### src/rtl/key_entry_controller.sv
// key_entry_controller
//   Operand-entry front end for the keyboard calculator. Turns decoder key
//   events into two 2-digit BCD operands, an operator code and a completion
//   strobe. Handles typematic-repeat filtering, backspace and escape.
//
// Ports
//   clk           system clock
//   rst           asynchronous reset, active-high
//   last_change   most recent scan code (bit 8 = E0-extended)
//   key_down      held-key bitmap indexed by scan code
//   key_valid     decoder event flag
//   a_hi, a_lo    operand A tens / ones (BCD)
//   b_hi, b_lo    operand B tens / ones (BCD)
//   op            00 add, 01 subtract, 10 multiply
//   phase         00 S_A, 01 S_B, 10 S_DONE
//   done          high while in S_DONE
//   result_valid  one-cycle pulse on entry into S_DONE
//
// state  | meaning
// S_A    | entering operand A
// S_B    | operator chosen, entering operand B
// S_DONE | expression complete, outputs frozen until digit or escape

module key_entry_controller (
  input  logic         clk,
  input  logic         rst,
  input  logic [8:0]   last_change,
  input  logic [511:0] key_down,
  input  logic         key_valid,
  output logic [3:0]   a_hi,
  output logic [3:0]   a_lo,
  output logic [3:0]   b_hi,
  output logic [3:0]   b_lo,
  output logic [1:0]   op,
  output logic [1:0]   phase,
  output logic         done,
  output logic         result_valid
);

  typedef enum logic [1:0] {
    S_A    = 2'b00,
    S_B    = 2'b01,
    S_DONE = 2'b10
  } state_t;

  state_t      r_state;
  logic [3:0]  r_a_hi, r_a_lo, r_b_hi, r_b_lo;
  logic [1:0]  r_op;
  logic [1:0]  r_cnt;
  logic [1:0]  r_cnt_a;
  logic [8:0]  r_held;
  logic        r_kv_prev;
  logic        r_done;
  logic        r_rv;

  logic        w_is_digit;
  logic [3:0]  w_digit;
  logic        w_is_op;
  logic [1:0]  w_op_code;
  logic        w_is_enter;
  logic        w_is_bksp;
  logic        w_is_esc;
  logic        w_press;
  logic        w_repeat;
  logic        w_accept;
  logic [3:0]  w_cur_lo;
  logic [3:0]  w_shift_hi;

  always_comb begin
    w_is_digit = 1'b0;
    w_digit    = 4'd0;
    w_is_op    = 1'b0;
    w_op_code  = 2'b00;
    case (last_change)
      9'h045, 9'h070: begin w_is_digit = 1'b1; w_digit = 4'd0; end
      9'h016, 9'h069: begin w_is_digit = 1'b1; w_digit = 4'd1; end
      9'h01E, 9'h072: begin w_is_digit = 1'b1; w_digit = 4'd2; end
      9'h026, 9'h07A: begin w_is_digit = 1'b1; w_digit = 4'd3; end
      9'h025, 9'h06B: begin w_is_digit = 1'b1; w_digit = 4'd4; end
      9'h02E, 9'h073: begin w_is_digit = 1'b1; w_digit = 4'd5; end
      9'h036, 9'h074: begin w_is_digit = 1'b1; w_digit = 4'd6; end
      9'h03D, 9'h06C: begin w_is_digit = 1'b1; w_digit = 4'd7; end
      9'h03E, 9'h075: begin w_is_digit = 1'b1; w_digit = 4'd8; end
      9'h046, 9'h07D: begin w_is_digit = 1'b1; w_digit = 4'd9; end
      9'h079:         begin w_is_op = 1'b1; w_op_code = 2'b00; end
      9'h07B:         begin w_is_op = 1'b1; w_op_code = 2'b01; end
      9'h07C:         begin w_is_op = 1'b1; w_op_code = 2'b10; end
      default: ;
    endcase
  end

  assign w_is_enter = (last_change == 9'h05A) || (last_change == 9'h15A);
  assign w_is_bksp  = (last_change == 9'h066);
  assign w_is_esc   = (last_change == 9'h076);

  // Rising edge of key_valid with the key actually down: a make event.
  assign w_press  = key_valid & ~r_kv_prev & key_down[last_change];
  assign w_repeat = (last_change == r_held) & key_down[r_held];
  assign w_accept = w_press & ~w_repeat &
                    (w_is_digit | w_is_op | w_is_enter | w_is_bksp | w_is_esc);

  assign w_cur_lo   = (r_state == S_B) ? r_b_lo : r_a_lo;
  assign w_shift_hi = (r_cnt == 2'd0) ? 4'd0 : w_cur_lo;

  always_ff @(posedge clk or posedge rst) begin
    if (rst) begin
      r_state   <= S_A;
      r_a_hi    <= 4'd0;
      r_a_lo    <= 4'd0;
      r_b_hi    <= 4'd0;
      r_b_lo    <= 4'd0;
      r_op      <= 2'b00;
      r_cnt     <= 2'd0;
      r_cnt_a   <= 2'd0;
      r_held    <= 9'd0;
      r_kv_prev <= 1'b0;
      r_done    <= 1'b0;
      r_rv      <= 1'b0;
    end else begin
      r_kv_prev <= key_valid;
      r_rv      <= 1'b0;

      // Forget the held code once its key is seen released, so the next
      // make of the same key (which sets key_down again) is not taken as
      // a typematic repeat. Code 0 maps to no key class.
      if (w_accept)
        r_held <= last_change;
      else if (!key_down[r_held])
        r_held <= 9'd0;

      if (w_accept) begin
        if (w_is_esc) begin
          r_state <= S_A;
          r_a_hi  <= 4'd0;
          r_a_lo  <= 4'd0;
          r_b_hi  <= 4'd0;
          r_b_lo  <= 4'd0;
          r_op    <= 2'b00;
          r_cnt   <= 2'd0;
          r_cnt_a <= 2'd0;
          r_done  <= 1'b0;
        end else begin
          case (r_state)
            S_A: begin
              if (w_is_digit && r_cnt != 2'd2) begin
                r_a_hi  <= w_shift_hi;
                r_a_lo  <= w_digit;
                r_cnt   <= r_cnt + 2'd1;
                r_cnt_a <= r_cnt + 2'd1;
              end else if (w_is_op) begin
                r_op    <= w_op_code;
                r_b_hi  <= 4'd0;
                r_b_lo  <= 4'd0;
                r_cnt_a <= r_cnt;
                r_cnt   <= 2'd0;
                r_state <= S_B;
              end else if (w_is_bksp && r_cnt != 2'd0) begin
                r_a_lo  <= r_a_hi;
                r_a_hi  <= 4'd0;
                r_cnt   <= r_cnt - 2'd1;
                r_cnt_a <= r_cnt - 2'd1;
              end
            end
            S_B: begin
              if (w_is_digit && r_cnt != 2'd2) begin
                r_b_hi <= w_shift_hi;
                r_b_lo <= w_digit;
                r_cnt  <= r_cnt + 2'd1;
              end else if (w_is_op && r_cnt == 2'd0) begin
                r_op <= w_op_code;
              end else if (w_is_bksp) begin
                if (r_cnt != 2'd0) begin
                  r_b_lo <= r_b_hi;
                  r_b_hi <= 4'd0;
                  r_cnt  <= r_cnt - 2'd1;
                end else begin
                  // Back out of the operator; resume editing A where it was.
                  r_op    <= 2'b00;
                  r_cnt   <= r_cnt_a;
                  r_state <= S_A;
                end
              end else if (w_is_enter) begin
                r_state <= S_DONE;
                r_done  <= 1'b1;
                r_rv    <= 1'b1;
              end
            end
            S_DONE: begin
              if (w_is_digit) begin
                r_a_hi  <= 4'd0;
                r_a_lo  <= w_digit;
                r_b_hi  <= 4'd0;
                r_b_lo  <= 4'd0;
                r_op    <= 2'b00;
                r_cnt   <= 2'd1;
                r_cnt_a <= 2'd1;
                r_state <= S_A;
                r_done  <= 1'b0;
              end
            end
            default: begin
              r_state <= S_A;
              r_done  <= 1'b0;
            end
          endcase
        end
      end
    end
  end

  assign a_hi         = r_a_hi;
  assign a_lo         = r_a_lo;
  assign b_hi         = r_b_hi;
  assign b_lo         = r_b_lo;
  assign op           = r_op;
  assign phase        = r_state;
  assign done         = r_done;
  assign result_valid = r_rv;

endmodule
### config.mk
export PLATFORM = sky130hd
export DESIGN_NAME = key_entry_controller
export DESIGN_NICKNAME = d
export VERILOG_FILES = /design/src/rtl/key_entry_controller.sv
export SDC_FILE = /design/constraint.sdc
export NUM_CORES = 1
export LEC_CHECK = 0
export BUFFER_PORTS_ARGS = -buffer_cell sky130_fd_sc_hd__buf_2
export CORE_AREA = 2 2 211 213
export CTS_CLUSTER_DIAMETER = 30
export DETAILED_ROUTE_END_ITERATION = 7
export DIE_AREA = 0 0 213 215
export PLACE_DENSITY = 0.59
export SLEW_MARGIN = 30
export SYNTH_ARGS = -nofsm -noshare
export SYNTH_HDL_FRONTEND = slang
export SYNTH_SLANG_ARGS = --single-unit
### constraint.sdc
create_clock -name clk -period 7.9 [get_ports clk]
set_input_delay 1.185 -clock clk [delete_from_list [all_inputs] [get_ports clk]]
set_output_delay 1.185 -clock clk [all_outputs]
set_load 0.02 [all_outputs]
Word level (Yosys, flattened, before mapping)
Cells that the tools add are included.
Word-level totals
  output and inout bits: 22
  bits of input ports: 524
  flip-flop bits (word level): 36
Cells by class
  mux-type cells: 83
  reduce and logical (&&, ||, !) cells: 27
  eq/ne operators: 50
  $add $sub $neg: 2
  order comparisons: 2
  bitwise logic cells: 11
Operators by type and width (number)
  $eq A9 B7 Y1 const B: 18
  $mux W4: 24
  $eq A9 B6 Y1 const B: 6
  $mux W2: 27
  $pmux W4 S9: 1
  $pmux W4 S3: 2
  $reduce_and A8 Y1: 3
  $ne A3 B3 Y1 const B: 7
  $lt A9 B10 Y1 const B: 2
  $ne A4 B4 Y1 const B: 5
  $reduce_or A20 Y1: 1
  $bmux W1 S9: 2
  $eq A9 B5 Y1 const B: 2
  $mux W9: 2
  $pmux W2 S3: 3
  $reduce_or A2 Y1: 9
  $mux W1: 17
  $pmux W4 S2: 2
  $ne A4 B3 Y1 const B: 3
  $eq A9 B9 Y1: 1
  $eq A9 B9 Y1 const B: 1
  $pmux W2 S2: 2
  $reduce_and A7 Y1: 1
  $ne A2 B2 Y1 const B: 3
  20 further kinds: 31

Longest topological paths before layout
Gate-level depths: netlist (run 1).
  depth after elaboration: 9
  depth in mapped cells: 16
  depth with buffers taken out: 10

Least setup slack after synthesis (run 1)
No wires, ideal clock.
  path type: input to register
  start: in last_change[0]
  end: reg r_cnt[0]
  arrival time: 4.123 ns
  path slack: 3.652 ns
  stages on the path: 13
  buffers on the path: 4
  required time: 7.775 ns
  cell sequence: buf_4 buf_4 buf_2 or3b_2 a211oi_1 o311ai_0 and2_1 nand3_1 o21ai_1 buf_4 o21bai_1 nor3_1 mux2_2
On the way
  cells in the longest elaborated chain, start to end: 9
  elaborated cells between the ends (all ways): 58
  those cells by class: eq/ne (32); mux (9); bitwise (9); reduce/logical (8)
RTL lines
  from (decl): RTL line 27  | input logic [8:0] last_change,
  branches (longest 9 deep; another with $bmux W1 S9)
  to (signal assigned): RTL line 148  | r_cnt <= r_cnt + 2'd1;
  to (signal assigned): RTL line 160  | r_cnt <= r_cnt - 2'd1;
  to (signal assigned): RTL line 168  | r_cnt <= r_cnt + 2'd1;
  to (decl): RTL line 49  | logic [1:0] r_cnt;
Several ways; the timed one is not identified. The select of a mux whose other input is x is not followed.
A chain may end at the register's enable or synchronous reset.

Worst setup path after layout (run 1)
Ends and elaborated chain as after synthesis.

==> results of run 1 <==
stage by stage:
stage	cells	hold WS, ns
4_1_cts	1971	0.499
3_3_place_gp	1963	0.483
5_1_grt	1980	0.534
2_1_floorplan	912	0.502
6_report	1983	0.508
3_5_place_dp	1963	0.486
synthesized netlist by cell type, types with 14 or more instances:
master and number:
sky130_fd_sc_hd__nor2b_1 18, sky130_fd_sc_hd__nand2_1 53, sky130_fd_sc_hd__mux4_2 205, sky130_fd_sc_hd__a21oi_1 32
sky130_fd_sc_hd__o21ai_0 21, sky130_fd_sc_hd__nor3_1 31, sky130_fd_sc_hd__inv_1 19, sky130_fd_sc_hd__nand2b_1 14
sky130_fd_sc_hd__dfrtp_1 36, sky130_fd_sc_hd__nor2_1 37, sky130_fd_sc_hd__buf_2 29, sky130_fd_sc_hd__mux2_2 31
sky130_fd_sc_hd__a22oi_1 63, sky130_fd_sc_hd__mux2i_1 44, sky130_fd_sc_hd__clkbuf_1 39
kinds of logic after synthesis:
group | Yosys count
AO/OA/AOI/OAI | 209
XOR/XNOR | 9
adder cells (fa/ha/maj) | 7
buffers and inverters | 123
flip-flops | 36
multiplexers | 291
AND/OR/NAND/NOR | 237
worst paths after layout:
kind,start,endpoint,slack (ns),depth (start not counted)
hold reg to reg,done,done,0.51,1
setup / recovery,last_change[0],r_cnt[0],2.82,11
max in group asynchronous,rst,r_held[1],6.50,3
setup reg to reg,r_held[0],b_lo[1],3.15,10
hold / removal,done,done,0.51,1
min in group asynchronous,rst,a_lo[2],1.01,3
power breakdown:
part	internal [W]	leakage, nW	switching [W]
clock	0.000149	0.0809	0.0000801
combinational	0.000280	4.83	0.000265
sequential	0.000186	0.486	0.00000455
total	0.000614	5.39	0.000350
cell type report:
class | instances | area (sq um) | area share [%]
timing repair buffer | 562 | 2890 | 21.4
antenna | 12 | 30.0 | 0.223
multi-input combinational | 753 | 8660 | 64.3
clock inverter | 2 | 35.0 | 0.260
tap | 592 | 741 | 5.50
inverter | 20 | 75.1 | 0.557
clock buffer | 6 | 129 | 0.957
sequential | 36 | 908 | 6.74
flip-flops by register name, summed over array words and instances, names as in the netlist, 2 cells and up:
signal   cells
r_held       9
a_hi         4
a_lo         4
b_hi         4
b_lo         4
op           2
phase        2
r_cnt        2
r_cnt_a      2
metal layers:
| metal | up-vias | part of all wire [%] | global-route usage [%] |
|---|---|---|---|
| met5 | - | 0.045 | 0 |
| met4 | 4 | 1.9 | 5.55 |
| met3 | 66 | 8.8 | 4.57 |
| met2 | 718 | 51 | 43.2 |
| met1 | 5781 | 39 | 30.8 |
| li1 | 4848 | - | - |
==> impl_summary.txt, run 1 <==
----------------------------------------------------
[STA]
  Final-layout setup total negative slack ... 0 ns
  Number of hold violations in the final report ... 0
  Final setup violation count ... 0
  Least-Margin Pin Slew ... 0.868 ns
  RSZ-0062 raised after global routing ... no
  Headroom to the max-slew limit ... a little over two fifths
  Final worst-path setup slack ... 2.82 ns
  Final Max Slew Viols ... 0
  Max frequency ... 197 MHz
  Worst-case clock skew ... 0.00345 ns
  Period Utilization, post-route ... between 60% and 70%
  Final period demand of the worst path ... 5.08 ns

[Setup path]
  Biggest cell delay along the critical path ... about 0.7 ns
  Type of destination of the critical path ... flip-flop
  Endpoint required time on the critical path ... 8.07 ns
  Crit path max-delay family ... compound AO/OA/AOI/OAI gates
  Endpoint arrival time on the critical path ... 5.25 ns
  Kind of critical path ... input pin to flip-flop
  Cell with the biggest individual delay on the critical path ... sky130_fd_sc_hd__buf_4
  Maximum fanout along the worst path ... 41
  Worst path buffer plus inverter count ... 2
  Category of the worst setup path launch point ... input pin
  Cells along the critical path ... buf_6, buf_4, mux4_2, mux2i_1, o32ai_1, nor4_1, a2111oi_0, o21ai_2, o21bai_1, nor3_1, mux2_2

[Layout]
  Final Cell Area ... 13500 sq um
  Filler cell count ... approximately 4500
  Most common cell after layout, fill and taps aside ... sky130_fd_sc_hd__buf_2
  Share of the core filled with cells ... 30.9%
  Most frequent cells in the layout ... sky130_fd_sc_hd__buf_2, sky130_fd_sc_hd__mux4_2, sky130_fd_sc_hd__a22oi_1
  Number of nets at the end of the flow ... ~1900
  Syn-to-layout area delta ... 32.0%
  Share of layout cells above drive strength 1 ... roughly three fifths

[Place]
  Pre-CTS setup slack ... 2.30 ns
  Input/output buffers ... 545
  Final Wtd Congestion ... 0.943
  HPWL reported at the end of detailed placement ... 47400 microns
  Cell area after placement ... roughly 13000 sq um

[Yosys]
  Area share of fa/ha/maj cells after synthesis ... 0.858%
  Dominant combinational cell family by area after synthesis ... multiplexers
  Fraction of the mapped netlist area in compound gates ... 14.9%
  Commonest register cell after synthesis ... sky130_fd_sc_hd__dfrtp_1
  Syn. warnings ... 0
  Post-synthesis net count ... 1443
  Share of the yosys chip area belonging to registers ... a little under 9%
  Seq cells post-synth ... 36
  Number of enable flip-flop cells after synthesis ... 0
  Fraction of synthesized cell area taken by the top area cell type ... 45.2%
  Multiplexer area fraction after synthesis ... between 50% and 60%
  Synth Area in XOR/XNOR ... 0.772%
  Fraction of registers with async set or reset after synthesis ... 100%
  Avg Inst Size Synth ... around 11 sq um
  Post-Synth Simple-Gate Area ... about 12%
  Biggest area consumer among synthesized cells ... sky130_fd_sc_hd__mux4_2
  Cell area after synthesis ... 10200 sq um
  Number of standard cells after synthesis ... 912
  Cell variety after synth ... 82
  Top cells by area in the synthesized netlist ... sky130_fd_sc_hd__mux4_2, sky130_fd_sc_hd__dfrtp_1, sky130_fd_sc_hd__a22oi_1, sky130_fd_sc_hd__mux2i_1, sky130_fd_sc_hd__mux2_2

[Worst hold path]
  Class of the most critical hold timing path ... flip-flop to flip-flop

[Clocking]
  Number of sinks handled by clock tree synthesis ... 36
  Number of CTS-inserted buffers ... 5
  Clock tree from TritonCTS ... built
  Root Driver ... sky130_fd_sc_hd__clkbuf_16
  Setup repair bufs after CTS ... 0
  H-tree lvl count ... 2
  CTS Hold Buffers Added ... 0
  Buffers from clock root to sink, at most ... 2
  Clock slew at the register clock pins of the worst setup and hold paths ... roughly 0.060 ns
  Number of instances resized during post-cts repair ... 0
  Insertion delay to the later sink of the worst-skew pair ... between 0.2 and 0.3 ns

[Power and ir drop]
  Worst-case vdd ir drop ... between 0.06 and 0.07 mV
  Total design power ... 0.000964 W
  Leakage power total ... around 5.4 nW
  Power density over cell area ... 71.6 nW/um^2

[Global routing]
  Wire length of the first global-routing pass ... 81200 microns
  Pin count of the biggest net entering global routing ... between 100 and 150
  Total congestion overflow ... 0
  Overall global routing resource usage ... 24.5%
  Antenna violations before repair ... 18
  Via count of the first global-routing pass ... 11800

[Floorplanning]
  Die ar. ... 45800 sq um
  Initial standard-cell utilization of the core ... 23.4%
  Vertical die dimension ... 215 microns
  Number of cell rows ... between 70 and 80
  Die boundary width ... 213 microns
  Count of pins on the block boundary ... 546
  Core area ... between 40000 and 50000 sq um

[Route]
  Routed len/inst ... 29.1 microns
  Number of detailed-routing iterations run before antenna repair ... 5
  Remaining number of nets flagged by the antenna check after routing ... 0
  Final routed DRC violation total ... 0
  Via count ... approximately 11000
  Count of routing violations after the opening detailed-route iteration ... 872
  Detailed Route WL ... 57700 microns
  Post-DR vias/cell ... 5.76

[Flow run]
  Maximum capacitance violations ... 0

[Status]
  Outcome ... finished, final reports clean

----------------------------------------------------
(Power assumes the default switching activity.)
==> run 2, diff against run 1 <==
Settings changed: CORE_AREA 2 2 211 213 to 2 2 214 216, DIE_AREA 0 0 213 215 to 0 0 216 218, PLACE_DENSITY 0.59 to 0.58.
Clock period 7.9 ns to 5.1 ns, I/O delays scaled along.
==> run 2 against run 1 <==
Against the previous run:
- cell count is 1.3% higher
- flip-flop and latch count unchanged
- sequential share of layout area shrank 0.094 points
==> impl_summary.txt, run 2 (synthesized netlist as in run 1, its figures left out) <==
----------------------------------------------------
[Setup path]
  Endpoint arrival time on the critical path ... 4.72 ns (-0.53 ns)
  Kind of critical path ... input pin to flip-flop
  Capturing element of the worst setup path ... r_cnt[0]
  Startpoint of the lowest-slack register-to-register path ... r_held[0]
  Maximum fanout along the worst path ... 17 (-59%)
  Launch point of the worst path ... last_change[3]
  Biggest cell delay along the critical path ... 0.66 ns (-0.04 ns)
  Worst path depth ... 10 (-1)
  Endpoint required time on the critical path ... 5.27 ns (-2.80 ns)
  Cells along the critical path ... buf_2, inv_2, mux4_2, and2_1, o22ai_1, a2111oi_0, o21ai_1, o21bai_1, nor3_1, mux2_2
  Worst path buffer plus inverter count ... 2 (unchanged)
  Crit path max-delay family ... compound AO/OA/AOI/OAI gates
  Reg2reg setup slack ... 0.68 ns (-2.47 ns)
  Cell with the biggest individual delay on the critical path ... sky130_fd_sc_hd__a2111oi_0
  Number of cells on the worst reg-to-reg path ... 11 (+1)
  Worst reg2reg endpoint ... b_hi[1]
  Category of the worst setup path launch point ... input pin
  Type of destination of the critical path ... flip-flop

[Status]
  Outcome ... finished, final reports clean

[Floorplanning]
  Count of pins on the block boundary ... 546 (unchanged)
  Number of cell rows ... 78 (+1.3%)
  Vertical die dimension ... 218 microns (+1.4%)
  Core area ... 44900 sq um (+2.9%)
  Die boundary width ... 216 microns (+1.4%)
  Initial standard-cell utilization of the core ... 22.7% (-0.65 points)
  Die ar. ... 47100 sq um (+2.8%)

[Layout]
  Number of nets at the end of the flow ... 1931 (+1.2%)
  Flip-flop count of the largest register after layout ... 9 (unchanged)
  Final std cells w/o fill ... 2008 (+1.3%)
  Register containing the most flip-flops in the final layout ... r_held
  Filler cell count ... 4708 (+3.5%)
  Share of layout cells above drive strength 1 ... 60.7% (+0.34 points)
  Most common cell after layout, fill and taps aside ... sky130_fd_sc_hd__buf_2
  Final Cell Area ... 13700 sq um (+1.4%)
  Syn-to-layout area delta ... 33.9%
  Most frequent cells in the layout ... sky130_fd_sc_hd__buf_2, sky130_fd_sc_hd__mux4_2, sky130_fd_sc_hd__a22oi_1

[STA]
  Worst-case clock skew ... 0.00410 ns (+0.000649 ns)
  RSZ-0062 raised after global routing ... no
  Headroom to the max-slew limit ... 40.0% (-2.0 points)
  Final setup violation count ... 0 (unchanged)
  Final period demand of the worst path ... approximately 4.5 ns
  Final Max Slew Viols ... 0 (unchanged)
  Period Utilization, post-route ... between 80% and 90%
  Final worst-path setup slack ... 0.553 ns (-2.27 ns)
  Number of hold violations in the final report ... 0 (unchanged)
  Final Hold Slack ... 0.498 ns (-0.00982 ns)
  Least-Margin Pin Slew ... 0.900 ns (+0.0317 ns)
  Final-layout setup total negative slack ... 0 ns (unchanged)
  Max frequency ... 220 MHz

[Global routing]
  Pin count of the biggest net entering global routing ... 51 (-56%)
  Antenna violations before repair ... 15 (-3)
  Total congestion overflow ... 0 (unchanged)
  Via count of the first global-routing pass ... 12200 (+3.2%)
  Wire length of the first global-routing pass ... 83700 microns (+3.1%)
  Overall global routing resource usage ... 24.3% (-0.18 points)

[Route]
  Number of detailed-routing iterations run before antenna repair ... 5 (unchanged)
  Remaining number of nets flagged by the antenna check after routing ... 0 (unchanged)
  Met2 WL ... 29500 microns (+0.88%)
  Met1 wire length ... 23600 microns (+5.7%)
  Count of routing violations after the opening detailed-route iteration ... 1224 (+40%)
  Routed wl met3 ... 4580 microns (-10%)
  Highest routed metal layer ... met5
  Via count ... 11700 (+2.3%)
  Detailed Route WL ... 59000 microns (+2.2%)
  Post-DR vias/cell ... 5.82 (+1.0%)
  Routed len/inst ... 29.4 microns (+0.92%)
  Final routed DRC violation total ... 0 (unchanged)

[Clocking]
  H-tree lvl count ... 2 (unchanged)
  Clock tree from TritonCTS ... built
  Clock slew at the register clock pins of the worst setup and hold paths ... 0.06 ns (about the same)
  Insertion delay to the later sink of the worst-skew pair ... 0.29 ns (about the same)
  Number of sinks handled by clock tree synthesis ... 36 (unchanged)
  Setup repair bufs after CTS ... 0 (unchanged)
  Buffers from clock root to sink, at most ... 2 (unchanged)
  Number of CTS-inserted buffers ... 5 (unchanged)
  Root Driver ... sky130_fd_sc_hd__clkbuf_16
  CTS Hold Buffers Added ... 0 (unchanged)
  Number of instances resized during post-cts repair ... 0 (unchanged)

[Flow run]
  Maximum capacitance violations ... 0 (unchanged)

[Power and ir drop]
  Worst-case vdd ir drop ... 0.0993 mV (+57%)
  Power density over cell area ... 108 nW/um^2 (+50%)
  Leakage power total ... 5.52 nW (+2.2%)

[Place]
  Input/output buffers ... 545 (unchanged)
  Final Wtd Congestion ... 0.948 (+0.54%)
  HPWL reported at the end of detailed placement ... 49300 microns (+4.0%)
  Number of instances in the placed design ... 1993 (+1.5%)
  Cell area after placement ... 13500 sq um (+1.7%)
  Pre-CTS setup slack ... 0.495 ns (-1.80 ns)

[Worst hold path]
  Class of the most critical hold timing path ... flip-flop to flip-flop
  Beginning of the worst hold path ... done
  Hold Crit Depth ... 1 (unchanged)

----------------------------------------------------
==> run 2: worst min-delay path by stage <==
stage,slack [ns],end
2_1_floorplan,0.50,r_cnt_a[0]
3_3_place_gp,0.49,done
3_5_place_dp,0.49,done
4_1_cts,0.50,done
5_1_grt,0.52,done
6_report,0.50,done
==> run 2: metrics by stage <==
| step | utilization [%] | power (W) |
|---|---|---|
| after global routing | 30.4 | 0.00154 |
| final | 30.4 | 0.00147 |
| after global placement | 30.1 | 0.00114 |
| after CTS | 30.4 | 0.00147 |
| after detailed placement | 30.1 | 0.00115 |
| after floorplan | - | 0.000739 |
==> run 2: area by class of cell <==
| cell class | count | area [sq um] | area share (%) |
|---|---|---|---|
| Sequential cell | 36 | 908 | 6.65 |
| Clock buffer | 7 | 143 | 1.04 |
| Inverter | 20 | 75.1 | 0.550 |
| Multi-Input combinational cell | 753 | 8640 | 63.3 |
| Antenna cell | 7 | 17.5 | 0.128 |
| Timing Repair Buffer | 584 | 3120 | 22.8 |
| Tap cell | 600 | 751 | 5.50 |
| Clock inverter | 1 | 7.51 | 0.0550 |
==> run 2: layer usage <==
| metal | vias up | GRT usage, % |
|---|---|---|
| li1 | 4890 | - |
| met1 | 5912 | 31.4 |
| met2 | 786 | 43.6 |
| met3 | 84 | 3.07 |
| met4 | 6 | 4.82 |
| met5 | - | 0 |
==> run 2: where the power goes <==
group	switching (W)	internal (W)
registers	0.00000841	0.000288
clock network	0.000128	0.000195
logic	0.000410	0.000441
total	0.000545	0.000924
